$ cat src/rtl/gate_unit_if.sv
// Handshake bundle for gate_unit: operand/op input side and result output side.
// GATE_UNIT_REDUCE_EN adds the red_and/red_or/red_xor result-reduction signals.
interface gate_unit_if #(
  parameter int WIDTH = 8
);
  logic [WIDTH-1:0] a;
  logic [WIDTH-1:0] b;
  logic [2:0]       op;
  logic             in_valid;
  logic             in_ready;
  logic [WIDTH-1:0] y;
  logic [2:0]       y_op;
  logic             out_valid;
  logic             out_ready;
`ifdef GATE_UNIT_REDUCE_EN
  logic             red_and;
  logic             red_or;
  logic             red_xor;
`endif

  modport master (
    output a, b, op, in_valid, out_ready,
    input  in_ready, y, y_op, out_valid
`ifdef GATE_UNIT_REDUCE_EN
    , input red_and, red_or, red_xor
`endif
  );

  modport slave (
    input  a, b, op, in_valid, out_ready,
    output in_ready, y, y_op, out_valid
`ifdef GATE_UNIT_REDUCE_EN
    , output red_and, red_or, red_xor
`endif
  );
endinterface

$ cat src/rtl/gate_unit.sv
// Selectable bitwise logic function of a/b into a registered 2-entry FIFO with a pop counter.
// Latency 1 cycle into an empty buffer; in_ready/out_valid come from registered occupancy only. Optional: GATE_UNIT_REDUCE_EN.
module gate_unit #(
  parameter int WIDTH = 8,
  parameter int CNT_W = 16
) (
  input  logic             clk,
  input  logic             rst,
  gate_unit_if.slave       bus,
  output logic [CNT_W-1:0] out_cnt
);

  typedef struct packed {
    logic [WIDTH-1:0] res;
    logic [2:0]       op;
`ifdef GATE_UNIT_REDUCE_EN
    logic             r_and;
    logic             r_or;
    logic             r_xor;
`endif
  } entry_t;

  entry_t           head_q, head_d;
  entry_t           tail_q, tail_d;
  entry_t           new_e;
  logic [1:0]       count_q, count_d;
  logic [CNT_W-1:0] cnt_q, cnt_d;
  logic [WIDTH-1:0] res;
  logic             push;
  logic             pop;

  always_comb begin
    res = bus.a;
    case (bus.op)
      3'd0:    res = bus.a & bus.b;
      3'd1:    res = bus.a | bus.b;
      3'd2:    res = bus.a ^ bus.b;
      3'd3:    res = ~(bus.a & bus.b);
      3'd4:    res = ~(bus.a | bus.b);
      3'd5:    res = ~(bus.a ^ bus.b);
      3'd6:    res = bus.a & ~bus.b;
      default: res = bus.a;
    endcase
  end

  always_comb begin
    new_e     = '0;
    new_e.res = res;
    new_e.op  = bus.op;
`ifdef GATE_UNIT_REDUCE_EN
    new_e.r_and = &res;
    new_e.r_or  = |res;
    new_e.r_xor = ^res;
`endif
  end

  assign bus.in_ready  = (count_q != 2'd2);
  assign bus.out_valid = (count_q != 2'd0);
  assign push          = bus.in_valid & bus.in_ready;
  assign pop           = bus.out_valid & bus.out_ready;

  // head always holds the oldest entry; when the buffer drains it keeps the last value shown
  always_comb begin
    head_d  = head_q;
    tail_d  = tail_q;
    count_d = count_q;
    cnt_d   = cnt_q;
    if (pop) cnt_d = cnt_q + 1'b1;
    case ({push, pop})
      2'b10: begin
        if (count_q == 2'd0) head_d = new_e;
        else                 tail_d = new_e;
        count_d = count_q + 2'd1;
      end
      2'b01: begin
        if (count_q == 2'd2) head_d = tail_q;
        count_d = count_q - 2'd1;
      end
      // both at once only happens with one entry held: the newcomer replaces the head
      2'b11:   head_d = new_e;
      default: ;
    endcase
  end

  always_ff @(posedge clk) begin
    if (rst) begin
      head_q  <= '0;
      tail_q  <= '0;
      count_q <= 2'd0;
      cnt_q   <= '0;
    end else begin
      head_q  <= head_d;
      tail_q  <= tail_d;
      count_q <= count_d;
      cnt_q   <= cnt_d;
    end
  end

  assign bus.y    = head_q.res;
  assign bus.y_op = head_q.op;
  assign out_cnt  = cnt_q;
`ifdef GATE_UNIT_REDUCE_EN
  assign bus.red_and = head_q.r_and;
  assign bus.red_or  = head_q.r_or;
  assign bus.red_xor = head_q.r_xor;
`endif

endmodule
$ cat src/flat_wrapper.sv
// flat-port wrapper written by rule: the top's interface ports become plain ports
module gate_unit_flat 
#(
  parameter int WIDTH = 8,
  parameter int CNT_W = 16
)
  (clk, rst, out_cnt, bus_a, bus_b, bus_op, bus_in_valid, bus_out_ready, bus_in_ready, bus_y, bus_y_op, bus_out_valid);
  gate_unit_if #(.WIDTH(WIDTH)) bus_i ();
  input  logic clk;
  input  logic rst;
  output logic [CNT_W-1:0] out_cnt;
  input wire logic [$bits(bus_i.a)-1:0] bus_a;
  input wire logic [$bits(bus_i.b)-1:0] bus_b;
  input wire logic [$bits(bus_i.op)-1:0] bus_op;
  input wire logic [$bits(bus_i.in_valid)-1:0] bus_in_valid;
  input wire logic [$bits(bus_i.out_ready)-1:0] bus_out_ready;
  output wire logic [$bits(bus_i.in_ready)-1:0] bus_in_ready;
  output wire logic [$bits(bus_i.y)-1:0] bus_y;
  output wire logic [$bits(bus_i.y_op)-1:0] bus_y_op;
  output wire logic [$bits(bus_i.out_valid)-1:0] bus_out_valid;
  assign bus_i.a = bus_a;
  assign bus_i.b = bus_b;
  assign bus_i.op = bus_op;
  assign bus_i.in_valid = bus_in_valid;
  assign bus_i.out_ready = bus_out_ready;
  assign bus_in_ready = bus_i.in_ready;
  assign bus_y = bus_i.y;
  assign bus_y_op = bus_i.y_op;
  assign bus_out_valid = bus_i.out_valid;
  gate_unit #(.WIDTH(WIDTH), .CNT_W(CNT_W)) u_core (.clk(clk), .rst(rst), .bus(bus_i), .out_cnt(out_cnt));
endmodule
$ cat config.mk
export PLATFORM = sky130hd
export DESIGN_NAME = gate_unit_flat
export DESIGN_NICKNAME = d
export VERILOG_FILES = /design/src/rtl/gate_unit_if.sv /design/src/rtl/gate_unit.sv /design/src/flat_wrapper.sv
export SDC_FILE = /design/constraint.sdc
export NUM_CORES = 1
export LEC_CHECK = 0
export BUFFER_PORTS_ARGS = -buffer_cell sky130_fd_sc_hd__buf_2
export CORE_MARGIN = 8
export CORE_UTILIZATION = 55
export DETAILED_ROUTE_END_ITERATION = 8
export PLACE_DENSITY_LB_ADDON = 0.15
export REMOVE_ABC_BUFFERS = 1
export SYNTH_ARGS = -nofsm -noshare
export SYNTH_HDL_FRONTEND = slang
export SYNTH_SLANG_ARGS = --single-unit
$ cat constraint.sdc
create_clock -name clk -period 2.2 [get_ports clk]
set_input_delay 0.11 -clock clk [delete_from_list [all_inputs] [get_ports clk]]
set_output_delay 0.11 -clock clk [all_outputs]
set_load 0.005 [all_outputs]
# ---- Word level (Yosys, flattened, before mapping)
# Index checks and enable logic that the tools add are counted.
dict set report word_totals {
  out_inout_bits 29
  n_memories 0
  register_bits 40
  rom_bits 0
  latchBits 0
  input_bits 23
  ram_bits 0
  elab_cells 45
}
dict set report classes {
  n_eq_ne 13
  bitwise_logic 11
  magnitude_cmp 0
  mul 0
  addsub 3
  shifts 0
  n_mux 5
  n_reduce_logical 7
  div_mod_pow 0
}
# operator count
set ops {}
lappend ops {{case mux 8 bit (7 select lines)} 1}
lappend ops {{case mux 11 bit (3 select lines)} 1}
lappend ops {{NOT 8 bit} 4}
lappend ops {{two-way mux 11 bit} 2}
lappend ops {{adder 16 x 1 -> 16 bit, second input constant} 1}
lappend ops {{AND 8 bit} 2}
lappend ops {{equality test 3 bit, second input constant} 3}
lappend ops {{bitwise OR 8 bit} 1}
lappend ops {{XOR 8 bit} 1}
lappend ops {{equality test 2 bit, second input constant} 3}
lappend ops {{equality test 3 x 2 -> 1 bit, second input constant} 2}
lappend ops {{!= test 2 x 1 -> 1 bit, second input constant} 2}
lappend ops {{case mux 2 bit (2 select lines)} 1}
lappend ops {{nonzero test 2 bit} 2}
lappend ops {{equality test 3 x 1 -> 1 bit, second input constant} 1}
lappend ops {{logical NOT 3 bit} 1}
lappend ops {{AND reduction 3 bit} 1}
lappend ops {{nonzero test 3 bit} 1}
lappend ops {{adder 2 x 1 -> 2 bit, second input constant} 1}
lappend ops {{AND 1 bit} 2}
lappend ops {{equality test 2 x 1 -> 1 bit, second input constant} 1}
lappend ops {{logical NOT 2 bit} 1}
lappend ops {{!= test 2 bit, second input constant} 1}
lappend ops {{AND reduction 2 bit} 1}
lappend ops {{2 further kinds} 2}

# ---- Longest topological paths before layout
dict set report logic_depth {
  ltp_word 5
  ltp_mapped 10
  depth_no_buf 9
}

# ---- Least setup slack after synthesis
# Ideal clock, no wire load.
dict set report synth_path {
  path_type {flip-flop to flip-flop}
  start {reg u_core.count_q[1]}
  end {reg u_core.head_q, in the netlist u_core.bus.y[3]}
  setup_ps 130
  path_stages_with_launch 11
  period_less_slack_ps 2025
  path_slack_ps 175
  n_path_buf 1
  arrival_time_ps 1895
  required_time_ps 2070
  cell_sequence {dfxtp_1 -> or2_4 -> nand2_2 -> inv_2 -> ha_1 -> mux2_1 -> o22ai_1 -> nand2b_1 -> clkbuf_2 -> a211oi_1 -> nor3_2}
}
dict set report synth_via {
  elab_chain_len 5
  word_cells_on_any_way 14
  classes_between {7 x eq/ne; 1 x mux; 2 x bitwise; 4 x reduce/logical}
}
# item line_no
set synth_rtl {}
lappend synth_rtl {{from (decl)} gate_unit.sv:26} ;# logic [1:0] count_q, count_d;
lappend synth_rtl {{from (signal assigned)} gate_unit.sv:94} ;# count_q <= count_d;
lappend synth_rtl {{nonzero test 2 bit (*)} gate_unit.sv:58} ;# assign bus.out_valid = (count_q != 2'd0);
lappend synth_rtl {{via bus_out_valid} flat_wrapper.sv:20} ;# output wire logic [$bits(bus_i.out_valid)-1:0] bus_out_valid;
lappend synth_rtl {{AND 1 bit (*)} gate_unit.sv:60} ;# assign pop = bus.out_valid & bus.out_ready;
lappend synth_rtl {{via u_core.pop} gate_unit.sv:30} ;# logic pop;
lappend synth_rtl {{equality test 2 x 1 -> 1 bit or equality test 2 bit (tied branches)} gate_unit.sv:69} ;# case ({push, pop})
lappend synth_rtl {{!= test 2 x 1 -> 1 bit (no source line) or nonzero test 3 bit (tied branches)} --}
lappend synth_rtl {{AND reduction 3 bit (no source line)} --}
lappend synth_rtl {{to (signal assigned)} gate_unit.sv:87} ;# head_q <= '0;
lappend synth_rtl {{to (signal assigned)} gate_unit.sv:92} ;# head_q <= head_d;
lappend synth_rtl {{to (decl)} gate_unit.sv:23} ;# entry_t head_q, head_d;
# Mark *: on every way through the listed nets, which the timed path passes. The rest lies on a longest branch.
# A chain may end at the register's enable or synchronous reset.

# ---- Worst setup path after layout
dict set report layout_path {
  start {reg u_core.count_q[1]}
  end {reg u_core.head_q, in the netlist u_core.bus.y_op[2]}
}
dict set report layout_via {
  elab_chain_len 5
  word_cells_on_any_way 14
  classes_between {7 x eq/ne; 1 x mux; 2 x bitwise; 4 x reduce/logical}
}
# item line_no
set layout_rtl {}
lappend layout_rtl {{nonzero test 2 bit (*)} gate_unit.sv:58}
lappend layout_rtl {{AND 1 bit (*)} gate_unit.sv:60}
lappend layout_rtl {{via u_core.pop} gate_unit.sv:30}
lappend layout_rtl {{equality test 2 x 1 -> 1 bit or equality test 2 bit (tied branches)} gate_unit.sv:69}
lappend layout_rtl {{!= test 2 x 1 -> 1 bit (no source line) or nonzero test 3 bit (tied branches)} --}
lappend layout_rtl {{AND reduction 3 bit (no source line)} --}
# Marks and branches as above.

==> results.sh <==
export IMPL_cap_violations=0
export IMPL_antenna_found_initial=0
export IMPL_dr_wl_met2_um=2700
export IMPL_clockBufferDepth=2
export IMPL_maxSlewViolCount=0
export IMPL_cts_sinks=40
export IMPL_cp_data_arrival_time_ns=2.26
export IMPL_clkLatencyLatePin_ns=0.29
export IMPL_synth_adder_area_share_pct=13.3
export IMPL_hold_buffers=0
export IMPL_r2r_end="u_core.bus.y_op[2]$_SDFFE_PP0P_"
export IMPL_critPathMaxStageDelay_ns=0.31
export IMPL_ir_drop_v=0.000813
export IMPL_powerDensity_mw_per_mm2=825
export IMPL_crit_path_max_fanout=7
export IMPL_cts_tree="done"
export IMPL_num_io_pins=52
export IMPL_portBuffers=51
export IMPL_nets=418
export IMPL_hold_worst_slack_ns=0.256
export IMPL_grt_pass1_wl_um=9840
export IMPL_worstHoldStart="bus_a[4]"
export IMPL_cp_start_kind="flop"
export IMPL_hp_class="in -> reg"
export IMPL_hold_violations=0
export IMPL_synth_simple_area_share_pct=24.0
export IMPL_setup_viol=0
export IMPL_tightestPinTransition_ns=0.746
export IMPL_stdcell_count=422
export IMPL_synth_area_per_cell_um2=8.26
export IMPL_synth_compound_area_share_pct=12.1
export IMPL_post_route_period_util_pct=93.2
export IMPL_synth_xor_area_share_pct=5.99
export IMPL_status="finished, final reports clean"
export IMPL_clk_pin_slew_worst_paths_ns=0.08
export IMPL_first_iter_violations=129
export IMPL_timing_critical_path_cells="or2_4 -> nand2_2 -> inv_2 -> ha_1 -> mux2_1 -> o22ai_2 -> and2b_2 -> buf_4 -> nor2_1 -> a211oi_1"
export IMPL_synth_seq_area_share_pct=30.4
export IMPL_numCtsBuffers=5
export IMPL_die_h_um=85.2
export IMPL_ff2ff_setup_slack_ns=0.15
export IMPL_layout_commonest_cell="nor2_1"
export IMPL_endpoint_kind="flop"
export IMPL_cp_endpoint="u_core.bus.y_op[2]$_SDFFE_PP0P_"
export IMPL_yosys_register_bits=40
export IMPL_grtUsageTotal_pct=16.1
export IMPL_n_antenna_cell=0
export IMPL_grt_pass1_vias=2219
export IMPL_drive_above_1_share_pct=23.6
export IMPL_worstPathRequired_ns=2.41
export IMPL_synth_flop_cell="dfxtp_1"
export IMPL_syn_to_final_growth_pct=15.4
export IMPL_wl_per_cell_um=13.8
export IMPL_dp_hpwl_um=4190
export IMPL_leakagePower_nw=1.48
export IMPL_rows=25
export IMPL_route_top_layer_used="met4"
export IMPL_die_w_um=85.2
export IMPL_min_period_ns=2.05
export IMPL_max_freq_ghz=0.488
export IMPL_fin_area_mm2=0.00304
export IMPL_yosysWarnings=0
export IMPL_synth_edff_count=0
export IMPL_reg2reg_depth=10
export IMPL_route_detailed_drc=0
export IMPL_wl_met1_um=2740
export IMPL_num_vias=2323
export IMPL_gp_congestion=0.764
export IMPL_synth_mux_area_share_pct=7.60
export IMPL_layout_common_cells="nor2_1, buf_2, dfxtp_1"
export IMPL_ys_types=45
export IMPL_antenna_left=0
export IMPL_grt_overflow=0
export IMPL_place_inst=412
export IMPL_cts_root_buffer="clkbuf_8"
export IMPL_async_reset_ff_share_pct=0
export IMPL_rr_startpoint="u_core.count_q[1]$_SDFFE_PP0P_"
export IMPL_grt_max_degree=41
export IMPL_max_slew_margin_pct=50.3
export IMPL_placed_area_mm2=0.00291
export IMPL_dr_wl_met3_um=322
export IMPL_setup_tns_ns=0
export IMPL_vias_per_cell=5.50
export IMPL_synthesis_area_mm2=0.00263
export IMPL_syn_inst=319
export IMPL_core_area_mm2=0.00466
export IMPL_clock_skew_ns=0.00448
export IMPL_crit_start="u_core.count_q[1]$_SDFFE_PP0P_"
export IMPL_nFillCells=419
export IMPL_synth_top_family_by_area="simple AND/OR/NAND/NOR gates"
export IMPL_h_tree_depth=2
export IMPL_fp_dieArea_mm2=0.00726
export IMPL_start_util_pct=56.5
export IMPL_dr_pass1_iters=4
export IMPL_critPathKind="reg -> reg"
export IMPL_critPathSlowestCell="dfxtp_1"
export IMPL_wirelength_um=5800
export IMPL_post_route_util_pct=65.2
layout make-up:
cell class	instances	area [µm²]	share of cell area, %
multi-input combinational	241	1680	55.3
sequential	40	801	26.3
timing repair buffer	61	334	11.0
clock buffer	5	68.8	2.26
inverter	18	67.6	2.22
tap	54	67.6	2.22
clock inverter	3	18.8	0.617
kinds of logic after synthesis:
family,after synthesis
and+or+nand+nor,134
AOI/OAI and AO/OA,43
DFF,40
buffers and inverters,38
adders and majority gates,28
xor gates and xnor gates,18
muxes,18
metrics by stage:
stage                     worst slack [ns]  power, W
after global routing              -0.00495   0.00271
after CTS                           0.0531   0.00246
after global placement               0.108   0.00194
final                                0.149   0.00251
after detailed placement            0.0714   0.00196
after floorplan                     -0.131   0.00159
where the power goes:
part	leakage, nW	internal, W	total, W	switching [W]
Sequential	0.326	0.000871	0.000963	0.0000916
Combinational	1.10	0.000500	0.00106	0.000559
Clock	0.0479	0.000221	0.000488	0.000266
Total	1.48	0.00159	0.00251	0.000917
layer usage:
layer | global-route usage (%) | vias to the layer above
met2 | 27.1 | 47
li1 | - | 1183
met5 | 0 | -
met4 | 3.24 | 0
met1 | 19.9 | 1087
met3 | 4.54 | 6
registers in the layout, indices dropped and copies added, names as in the netlist:
signal and count:
u_core.out_cnt 16, u_core.bus.y_op 3, u_core.count_q 2, u_core.tail_q 11, u_core.bus.y 8
cell usage after synthesis, types with 4 or more instances:
cell type | n | area, µm²
xor2_1 | 15 | 131
a211oi_1 | 4 | 30.0
clkbuf_1 | 6 | 22.5
nor2_1 | 70 | 263
nor3_1 | 8 | 40.0
nand2_1 | 17 | 63.8
o221ai_1 | 4 | 35.0
nand2b_1 | 7 | 43.8
a221oi_1 | 7 | 61.3
o22ai_1 | 9 | 56.3
buf_2 | 9 | 45.0
mux2_2 | 5 | 56.3
ha_1 | 28 | 350
dfxtp_1 | 40 | 801
a22oi_1 | 7 | 52.6
and3_1 | 6 | 37.5
mux2i_1 | 11 | 110
inv_1 | 17 | 63.8
nand3_1 | 6 | 30.0
worst max-delay path, delay by kind of cell (launching register included):
family | cells | cell delay, ns
AND/OR/NAND/NOR | 4 | 0.62
flip-flops | 1 | 0.31
AO/OA/AOI/OAI | 2 | 0.31
multiplexers | 1 | 0.29
buffers and inverters | 2 | 0.21
adder cells (fa/ha/maj) | 1 | 0.21
how the worst min path moves through the flow:
| stage | endpoint | slack, ns | depth (start not counted) |
|---|---|---|---|
| after detailed placement | u_core.tail_q[6]$_SDFFE_PP0P_ | 0.48 | 2 |
| after global routing | u_core.tail_q[4]$_SDFFE_PP0P_ | 0.27 | 5 |
| after CTS | u_core.tail_q[7]$_SDFFE_PP0P_ | 0.25 | 5 |
| after floorplan | u_core.bus.y[3]$_SDFFE_PP0P_ | 0.18 | 1 |
| after global placement | u_core.tail_q[6]$_SDFFE_PP0P_ | 0.48 | 2 |
| final | u_core.tail_q[7]$_SDFFE_PP0P_ | 0.26 | 5 |
repair_timing:
| action | CTS | global route |
|---|---|---|
| resized for setup | 0 | 7 |
| buffers inserted | 0 | 2 |
| endpoints found under the setup margin | 0 | 10 |
Note: power is estimated with default switching activity, not from simulation.
